## src/rtl/fractal_vga_pkg.sv

```systemverilog
// fractal_vga_pkg: VGA 640x480@60 timing boundaries, frame buffer geometry and colour type
package fractal_vga_pkg;

    localparam int H_FP_START   = 640;
    localparam int H_SYNC_START = 656;
    localparam int H_SYNC_END   = 752;
    localparam int H_TOTAL      = 800;

    localparam int V_FP_START   = 480;
    localparam int V_SYNC_START = 490;
    localparam int V_SYNC_END   = 492;
    localparam int V_TOTAL      = 525;

    localparam int FB_DEPTH     = 307200;
    localparam int ADDR_W       = $clog2(FB_DEPTH);

    typedef struct packed {
        logic [3:0] r;
        logic [3:0] g;
        logic [3:0] b;
    } rgb_t;

endpackage

```

## src/rtl/fractal_fb_scanout_if.sv

```systemverilog
// fractal_fb_scanout_if: frame buffer read port plus VGA display pins
interface fractal_fb_scanout_if;
    import fractal_vga_pkg::*;

    logic              display;
    logic [7:0]        rd_data;
    logic [ADDR_W-1:0] addr_r;
    logic              rd_en;
    logic              hsync;
    logic              vsync;
    logic [3:0]        red;
    logic [3:0]        green;
    logic [3:0]        blue;
    logic              frame_start;

    modport master (
        input  display, rd_data,
        output addr_r, rd_en, hsync, vsync, red, green, blue, frame_start
    );

    modport slave (
        output display, rd_data,
        input  addr_r, rd_en, hsync, vsync, red, green, blue, frame_start
    );

endinterface

```

## src/rtl/fb_palette.sv

```systemverilog
// fb_palette: registered divergence-count to 12-bit colour map; FRACTAL_FB_GRAY_EN selects grayscale
module fb_palette
    import fractal_vga_pkg::*;
(
    input  logic       clk,
    input  logic       rst,
    input  logic       en,
    input  logic       blank,
    input  logic [7:0] k,
    output rgb_t       rgb
);
    rgb_t c;

    // count bits 5:2 carry the visible gradient; bits 7:6 wrap and are dropped
    always_comb begin
`ifdef FRACTAL_FB_GRAY_EN
        c = {k[5:2], k[5:2], k[5:2]};
`else
        c = {k[5:2], k[3:0], ~k[5:2]};
`endif
    end

    // zero count means the point never escaped: always black, as is blanking
    always_ff @(posedge clk) begin
        if (rst)
            rgb <= '0;
        else if (en)
            rgb <= (blank || k == 8'd0) ? '0 : c;
    end

endmodule

```

## src/rtl/fractal_fb_scanout.sv

```systemverilog
// fractal_fb_scanout: 640x480@60 VGA scan-out of the fractal frame buffer (palette: FRACTAL_FB_GRAY_EN)
module fractal_fb_scanout
    import fractal_vga_pkg::*;
#(
    parameter int H_VISIBLE  = 640,
    parameter int V_VISIBLE  = 480,
    parameter int RD_LATENCY = 1
) (
    input logic                  Clk_100M,
    input logic                  reset,
    fractal_fb_scanout_if.master bus
);
    if (RD_LATENCY != 1) begin : g_rd_latency_check
        $error("fractal_fb_scanout: only RD_LATENCY=1 is supported");
    end

    localparam logic [9:0] HFP = 10'(H_VISIBLE);
    localparam logic [9:0] HSS = 10'(H_VISIBLE + H_SYNC_START - H_FP_START);
    localparam logic [9:0] HSE = 10'(H_VISIBLE + H_SYNC_END - H_FP_START);
    localparam logic [9:0] HL  = 10'(H_VISIBLE + H_TOTAL - H_FP_START - 1);
    localparam logic [9:0] VFP = 10'(V_VISIBLE);
    localparam logic [9:0] VSS = 10'(V_VISIBLE + V_SYNC_START - V_FP_START);
    localparam logic [9:0] VSE = 10'(V_VISIBLE + V_SYNC_END - V_FP_START);
    localparam logic [9:0] VL  = 10'(V_VISIBLE + V_TOTAL - V_FP_START - 1);

    logic [1:0]        ph;
    logic [9:0]        h;
    logic [9:0]        v;
    logic              show;
    logic              vis;
    logic              h_last;
    logic              v_last;
    logic              in_hs;
    logic              in_vs;
    logic              first_px;
    logic [ADDR_W-1:0] addr_n;
    logic [ADDR_W-1:0] addr_q;
    logic              rd_q;
    logic              hs_q;
    logic              vs_q;
    rgb_t              rgb;

    // raster decode; row*640 built from shifts, 640 = 512 + 128
    always_comb begin
        vis      = (h < HFP) && (v < VFP);
        h_last   = h == HL;
        v_last   = v == VL;
        in_hs    = (h >= HSS) && (h < HSE);
        in_vs    = (v >= VSS) && (v < VSE);
        first_px = (ph == 2'd0) && (h == '0) && (v == '0);
        addr_n   = (ADDR_W'(v) << 9) + (ADDR_W'(v) << 7) + ADDR_W'(h);
    end

    // pixel phase and raster position, stepping once per 4 clocks
    always_ff @(posedge Clk_100M) begin
        if (reset) begin
            ph <= '0;
            h  <= '0;
            v  <= '0;
        end else begin
            ph <= ph + 2'd1;
            if (ph == 2'd3) begin
                h <= h_last ? '0 : h + 10'd1;
                if (h_last)
                    v <= v_last ? '0 : v + 10'd1;
            end
        end
    end

    // one RAM read per visible pixel, issued from ph0; address holds through blanking
    always_ff @(posedge Clk_100M) begin
        if (reset) begin
            addr_q <= '0;
            rd_q   <= 1'b0;
        end else begin
            rd_q <= (ph == 2'd0) && vis;
            if ((ph == 2'd0) && vis)
                addr_q <= addr_n;
        end
    end

    // frame-complete flag is captured only at the top-left pixel so a frame is never torn
    always_ff @(posedge Clk_100M) begin
        if (reset)
            show <= 1'b0;
        else if (first_px)
            show <= bus.display;
    end

    // syncs registered on the same ph2 edge as colour to stay pixel-aligned
    always_ff @(posedge Clk_100M) begin
        if (reset) begin
            hs_q <= 1'b1;
            vs_q <= 1'b1;
        end else if (ph == 2'd2) begin
            hs_q <= !in_hs;
            vs_q <= !in_vs;
        end
    end

    fb_palette u_palette (
        .clk   (Clk_100M),
        .rst   (reset),
        .en    (ph == 2'd2),
        .blank (!(show && vis)),
        .k     (bus.rd_data),
        .rgb   (rgb)
    );

    assign bus.addr_r      = addr_q;
    assign bus.rd_en       = rd_q;
    assign bus.hsync       = hs_q;
    assign bus.vsync       = vs_q;
    assign bus.red         = rgb.r;
    assign bus.green       = rgb.g;
    assign bus.blue        = rgb.b;
    assign bus.frame_start = first_px && !reset;

endmodule
```

## src/flat_wrapper.sv

```systemverilog
// flat-port wrapper written by rule: the top's interface ports become plain ports
module fractal_fb_scanout_flat import fractal_vga_pkg::*;
#(
    parameter int H_VISIBLE  = 640,
    parameter int V_VISIBLE  = 480,
    parameter int RD_LATENCY = 1
)
  (Clk_100M, reset, bus_display, bus_rd_data, bus_addr_r, bus_rd_en, bus_hsync, bus_vsync, bus_red, bus_green, bus_blue, bus_frame_start);
  fractal_fb_scanout_if bus_i ();
  input logic Clk_100M;
  input logic reset;
  input wire logic [$bits(bus_i.display)-1:0] bus_display;
  input wire logic [$bits(bus_i.rd_data)-1:0] bus_rd_data;
  output wire logic [$bits(bus_i.addr_r)-1:0] bus_addr_r;
  output wire logic [$bits(bus_i.rd_en)-1:0] bus_rd_en;
  output wire logic [$bits(bus_i.hsync)-1:0] bus_hsync;
  output wire logic [$bits(bus_i.vsync)-1:0] bus_vsync;
  output wire logic [$bits(bus_i.red)-1:0] bus_red;
  output wire logic [$bits(bus_i.green)-1:0] bus_green;
  output wire logic [$bits(bus_i.blue)-1:0] bus_blue;
  output wire logic [$bits(bus_i.frame_start)-1:0] bus_frame_start;
  assign bus_i.display = bus_display;
  assign bus_i.rd_data = bus_rd_data;
  assign bus_addr_r = bus_i.addr_r;
  assign bus_rd_en = bus_i.rd_en;
  assign bus_hsync = bus_i.hsync;
  assign bus_vsync = bus_i.vsync;
  assign bus_red = bus_i.red;
  assign bus_green = bus_i.green;
  assign bus_blue = bus_i.blue;
  assign bus_frame_start = bus_i.frame_start;
  fractal_fb_scanout #(.H_VISIBLE(H_VISIBLE), .V_VISIBLE(V_VISIBLE), .RD_LATENCY(RD_LATENCY)) u_core (.Clk_100M(Clk_100M), .reset(reset), .bus(bus_i));
endmodule
```

## config.mk

```make
export PLATFORM = sky130hd
export DESIGN_NAME = fractal_fb_scanout_flat
export DESIGN_NICKNAME = d
export VERILOG_FILES = /design/src/rtl/fractal_vga_pkg.sv /design/src/rtl/fractal_fb_scanout_if.sv /design/src/rtl/fb_palette.sv /design/src/rtl/fractal_fb_scanout.sv /design/src/flat_wrapper.sv
export SDC_FILE = /design/constraint.sdc
export NUM_CORES = 1
export LEC_CHECK = 0
export BUFFER_PORTS_ARGS = -buffer_cell sky130_fd_sc_hd__buf_2
export CAP_MARGIN = 20
export CORE_MARGIN = 5
export CORE_UTILIZATION = 45
export CTS_CLUSTER_DIAMETER = 150
export DETAILED_ROUTE_END_ITERATION = 10
export MAX_ROUTING_LAYER = met4
export PLACE_DENSITY_LB_ADDON = 0.25
export SLEW_MARGIN = 20
export SYNTH_ARGS = -nofsm -noshare
export SYNTH_HDL_FRONTEND = slang
export SYNTH_SLANG_ARGS = --single-unit
```

## constraint.sdc

```tcl
create_clock -name Clk_100M -period 2.7 [get_ports Clk_100M]
set_clock_uncertainty 0.15 [all_clocks]
set_input_delay 0.675 -clock Clk_100M [delete_from_list [all_inputs] [get_ports Clk_100M]]
set_output_delay 0.675 -clock Clk_100M [all_outputs]
set_load 0.02 [all_outputs]
```

* Yosys cells after proc, flatten, opt, wreduce, memory -nomap -nowiden *
Index checks and enable logic that the tools add are counted.
Widths: inputs -> output; s select.

operators by class
  equal/unequal tests = 4
  bitwise gates (word level) = 1
  reductions and logical operators = 18
  muxes and demuxes = 3
  $add $sub $neg = 5
  magnitude comparators = 6

operators with widths
  cell                   count
  $add 10x1->10 const B  2
  $eq 10x10->1 const B   2
  $logic_not 10->1       2
  $lt 10x10->1 const B   2
  $lt 10x9->1 const B    2
  $mux 10                2
  $add 19x10->19         1
  $add 19x17->19         1
  $mux 12                1
  $ge 10x10->1 const B   1
  $ge 10x9->1 const B    1
  $logic_and 1x1->1      8
  $logic_not 8->1        1
  $eq 2x2->1 const B     2
  $logic_not 1->1        4
  $not 4->4              1
  $add 2x1->2 const B    1
  $logic_not 2->1        1
  $reduce_and 2->1       1
  $logic_or 1x1->1       1

storage, ports and cells
  bits of input ports = 11
  logic and storage cells = 48
  register bits after elaboration = 57
  output and inout bits = 35

* Longest topological paths before layout *
  depth in word-level cells = 6
  depth in mapped cells = 9

* By module *
From an unflattened synthesis, not the netlist that was laid out.

unflattened totals
  cells, all modules = 339
  area total of the unflattened synthesis = 2932.8 um2

by module, submodules not included
  module              times used  sequential area each (um2)  area an instance (um2)  cells each
  fractal_fb_scanout  1           900.9                       2524.9                  293
  fb_palette          1           200.2                       407.9                   46

* Worst setup path after synthesis *
OpenSTA, ideal clock, no wires.

  kind = register to register
  from = register u_core.v[2]
  to = register u_core.addr_q[16] (netlist: u_core.bus.addr_r[16])
  stages on the path, launching flop included = 10
  data required time = 2492 ps
  clock period less this slack = 2770 ps
  arrival time = 2563 ps
  path slack = -70 ps
  path buffers = 0
  path through = dfxtp_1 > inv_1 > fa_1 > inv_1 > fa_1 > a21o_1 > a221oi_1 > o21bai_1 > nor4b_1 > a211o_1

between the ends
  longest elaborated chain between the ends = 3

ends and longest elaborated chain
  element                                                                 line                      RTL
  start, declared                                                         fractal_fb_scanout.sv:28  logic [9:0] v;
  start signal, assigned                                                  fractal_fb_scanout.sv:65  v <= v_last ? '0 : v + 10'd1;
  parallel branches: the longest is 3 deep, another holds $add 19x17->19  n/a
  end signal, assigned                                                    fractal_fb_scanout.sv:78  addr_q <= addr_n;
  end, declared                                                           fractal_fb_scanout.sv:37  logic [ADDR_W-1:0] addr_q;

Parallel ways; which one is timed is not known.
A chain may end at the register's enable or synchronous reset.

* Worst setup path after layout *
Ends and elaborated chain as after synthesis.

==> impl_metrics.yaml <==
final_layout:
  layout_commonest_cell: "dfxtp_1"
  final_area_um2: 3403
  drive_above_1_share_pct: 22.65
  final_cell_mix: "dfxtp_1 (52), buf_2 (45), nand2_1 (41), nor2_1 (36), a21oi_1 (33)"
  final_cells: 470
  n_antenna_cell: 0
  fin_nets: 431
  nFillCells: 601
  area_growth_pct: 18.57
die:
  ios: 46
  die_w_um: 89.87
  rows: 29
  coreArea_um2: 6277
  initial_core_util_pct: 45.72
  die_h_um: 89.87
  dieArea_um2: 8076
worst_setup_path:
  cpMaxStageDelayCell: "fa_1"
  crit_chain: "inv_2, fa_1, inv_2, fa_2, a21o_1, a221oi_2, o21bai_1, nor4b_1, a211o_1"
  path_buf_inv: 2
  cp-endpoint: "u_core.bus.addr_r[16]"
  worst_path_largest_cell_delay_ns: 0.55
  critPathMaxFanout: 3
  crit_type: "reg -> reg"
  crit_path_end_kind: "flop"
  r2r_cells: 9
  rrSetupSlack_ns: 0.09
  cp.arrival_ns: 2.72
  cp.depth: 9
  critical_path.most_common_cell: "inv_2"
  r2r-end: "u_core.bus.addr_r[16]"
  start_kind: "flop"
  setup.worst_path.start: "u_core.v[2]"
  crit_family: "adder cells"
  worstReg2RegStart: "u_core.v[2]"
  required_ns: 2.81
detailed_routing:
  vias_per_cell: 5.370
  drc: 0
  wl_met3_um: 227
  ant_nets: 0
  wl_met1_mm: 2.787
  wl_met2_mm: 3.246
  first_pass_iters: 4
  num_vias: 2524
  drt-initial-drc-count: 90
  highest_layer: "met4"
  wirelength_mm: 6.401
  post_drt_wl_per_cell_um: 13.62
flow_run:
  maxCapViolCount: 0
yosys:
  yosysSeqAreaShare_pct: 38.36
  syn_nets: 377
  synth_cell_type_count: 42
  syn-cell-area_um2: 2870
  synth_warnings: 0
  synth_top_flop_cell: "dfxtp_1"
  avgSynthCellArea_um2: 8.492
  async_flop_share_pct: 0
  ys_ff_latch: 55
  netlist_instances: 338
  synth_edf_count: 0
place:
  placedInstanceArea_um2: 3251
  io_buffers: 45
  hpwl_mm: 4.739
  dp_slack_ns: 0.06227
  placed_cells: 460
  routabilityCongestion: 0.8477
global_routing:
  gr-total-overflow: 0
  first_global_vias: 2405
  globalRouteTotalUtil_pct: 16.07
  antenna_found_initial: 0
  grt_max_degree: 47
  grt_first_pass_wirelength_mm: 10.89
clock_network:
  ctsHoldBuffers: 0
  clock_latency_ns: 0.32
  cts_tree: "done"
  cts_made_buffers: 5
  cts.path.max_buffers: 2
  clock_sinks: 55
  clockRootBuffer: "clkbuf_8"
  cts_max_level: 2
  clk_pin_slew_ns: 0.11
outcome:
  status: "finished, final reports clean"
sta:
  setup_viol: 0
  timing.final.ws_setup_ns: 0.08945
  period_needed_ns: 2.611
  fin_crit_sh_pct: 96.69
  slew_viol_final: 0
  setup_tns_ns: 0
  max_clock_freq_mhz: 383.1
  slew-limit-headroom_pct: 56.80
  final_hold_viol_count: 0
  grt_setup_unrepaired: "yes"
  worst_pin_slew_ns: 0.6468
power_and_ir_drop:
  cellLeakagePower_nw: 1.540
  peakVddDrop_uv: 479.7
  power.density_nw_per_um2: 426.6
worst_hold_path:
  hold_class: "reg -> reg"
==> flip-flops by register name, indices dropped and copies added (netlist names) <==
signal                cells
u_core.bus.addr_r        19
u_core.bus.hsync          1
u_core.bus.rd_en          1
u_core.bus.vsync          1
u_core.h                 10
u_core.ph                 2
u_core.show               1
u_core.u_palette.rgb     10
u_core.v                 10
==> per-layer routing <==
layer / vias up / global-route usage (%)
li1: 1270 / -
met1: 1178 / 19.70
met2: 59 / 26.77
met3: 17 / 2.838
met4: 0 / 5.335
met5: - / -
==> repair_timing <==
action	4_1_cts	5_1_grt
buffers inserted	0	2
endpoints found under the setup margin	0	6
resized for setup	0	10
==> cell families after synthesis <==
logic type	synth area share, %
compound gates	11.81
fa+ha+maj	12.73
buf+inv	4.315
simple gates	25.37
flops	38.36
xor+xnor	6.713
mux	0.6975
==> power breakdown <==
group / internal (W) / switching [W] / leakage [nW]
combinational: 0.0000446 / 0.0000799 / 1.04
clock: 0.000196 / 0.000301 / 0.0515
sequential: 0.000823 / 0.00000759 / 0.446
total: 0.00106 / 0.000388 / 1.54
==> worst min-delay path: stages (launching register included) <==
cell and delay [ns]:
dfxtp_1 0.32, nand2_1 0.05, a21oi_1 0.05
==> how the worst min path moves through the flow <==
stage / from / endpoint / slack (ns) / depth (start not counted)
detailed placement: u_core.bus.addr_r[12] / u_core.bus.addr_r[12] / 0.29 / 2
CTS: u_core.bus.addr_r[12] / u_core.bus.addr_r[12] / 0.31 / 2
floorplan: u_core.ph[0] / u_core.ph[0] / 0.27 / 1
global placement: u_core.ph[0] / u_core.ph[0] / 0.28 / 1
finish: u_core.bus.addr_r[12] / u_core.bus.addr_r[12] / 0.31 / 2
global route: u_core.bus.addr_r[1] / u_core.bus.addr_r[1] / 0.33 / 2
==> per-stage QoR <==
step	util [%]	hold slack, ns	power [W]
after global routing	54.22	0.3283	0.001521
after detailed placement	51.78	0.2950	0.0009746
final	54.22	0.3071	0.001452
after CTS	53.42	0.3105	0.001472
after floorplan	-	0.2673	0.0009287
after global placement	51.78	0.2813	0.0009736
==> cells in the mapped netlist (2+ instances only) <==
master,count,area (um^2)
a211oi_1,4,30.03
a21o_1,5,37.54
a21oi_1,33,165.2
a221oi_1,2,17.52
and3_1,3,18.77
buf_4,2,15.01
clkbuf_1,11,41.29
clkbuf_2,2,10.01
dfxtp_1,55,1101
fa_1,2,40.04
ha_1,26,325.3
inv_1,13,48.80
mux2i_1,2,20.02
nand2_1,41,153.9
nand2b_1,11,68.82
nand3_1,6,30.03
nand3b_1,5,37.54
nand4_1,7,43.79
nand4b_1,2,17.52
nor2_1,36,135.1
nor2b_1,7,43.79
nor3_1,6,30.03
nor4_1,9,56.30
nor4b_1,2,17.52
o211ai_1,2,15.01
o21ai_0,4,20.02
o21bai_1,2,15.01
o31ai_1,2,15.01
or2_2,2,12.51
or3_1,2,12.51
xnor2_1,13,113.9
xor2_1,9,78.83
==> layout make-up <==
type | instances | area, um^2 | share of cell area, %
sequential | 55 | 1105 | 32.46
multi-input combinational | 253 | 1683 | 49.45
timing repair buffer | 64 | 367.9 | 10.81
inverter | 13 | 48.80 | 1.434
clock inverter | 3 | 33.78 | 0.9926
tap | 77 | 96.34 | 2.831
clock buffer | 5 | 68.82 | 2.022
Power figures use the tool's default switching activity.
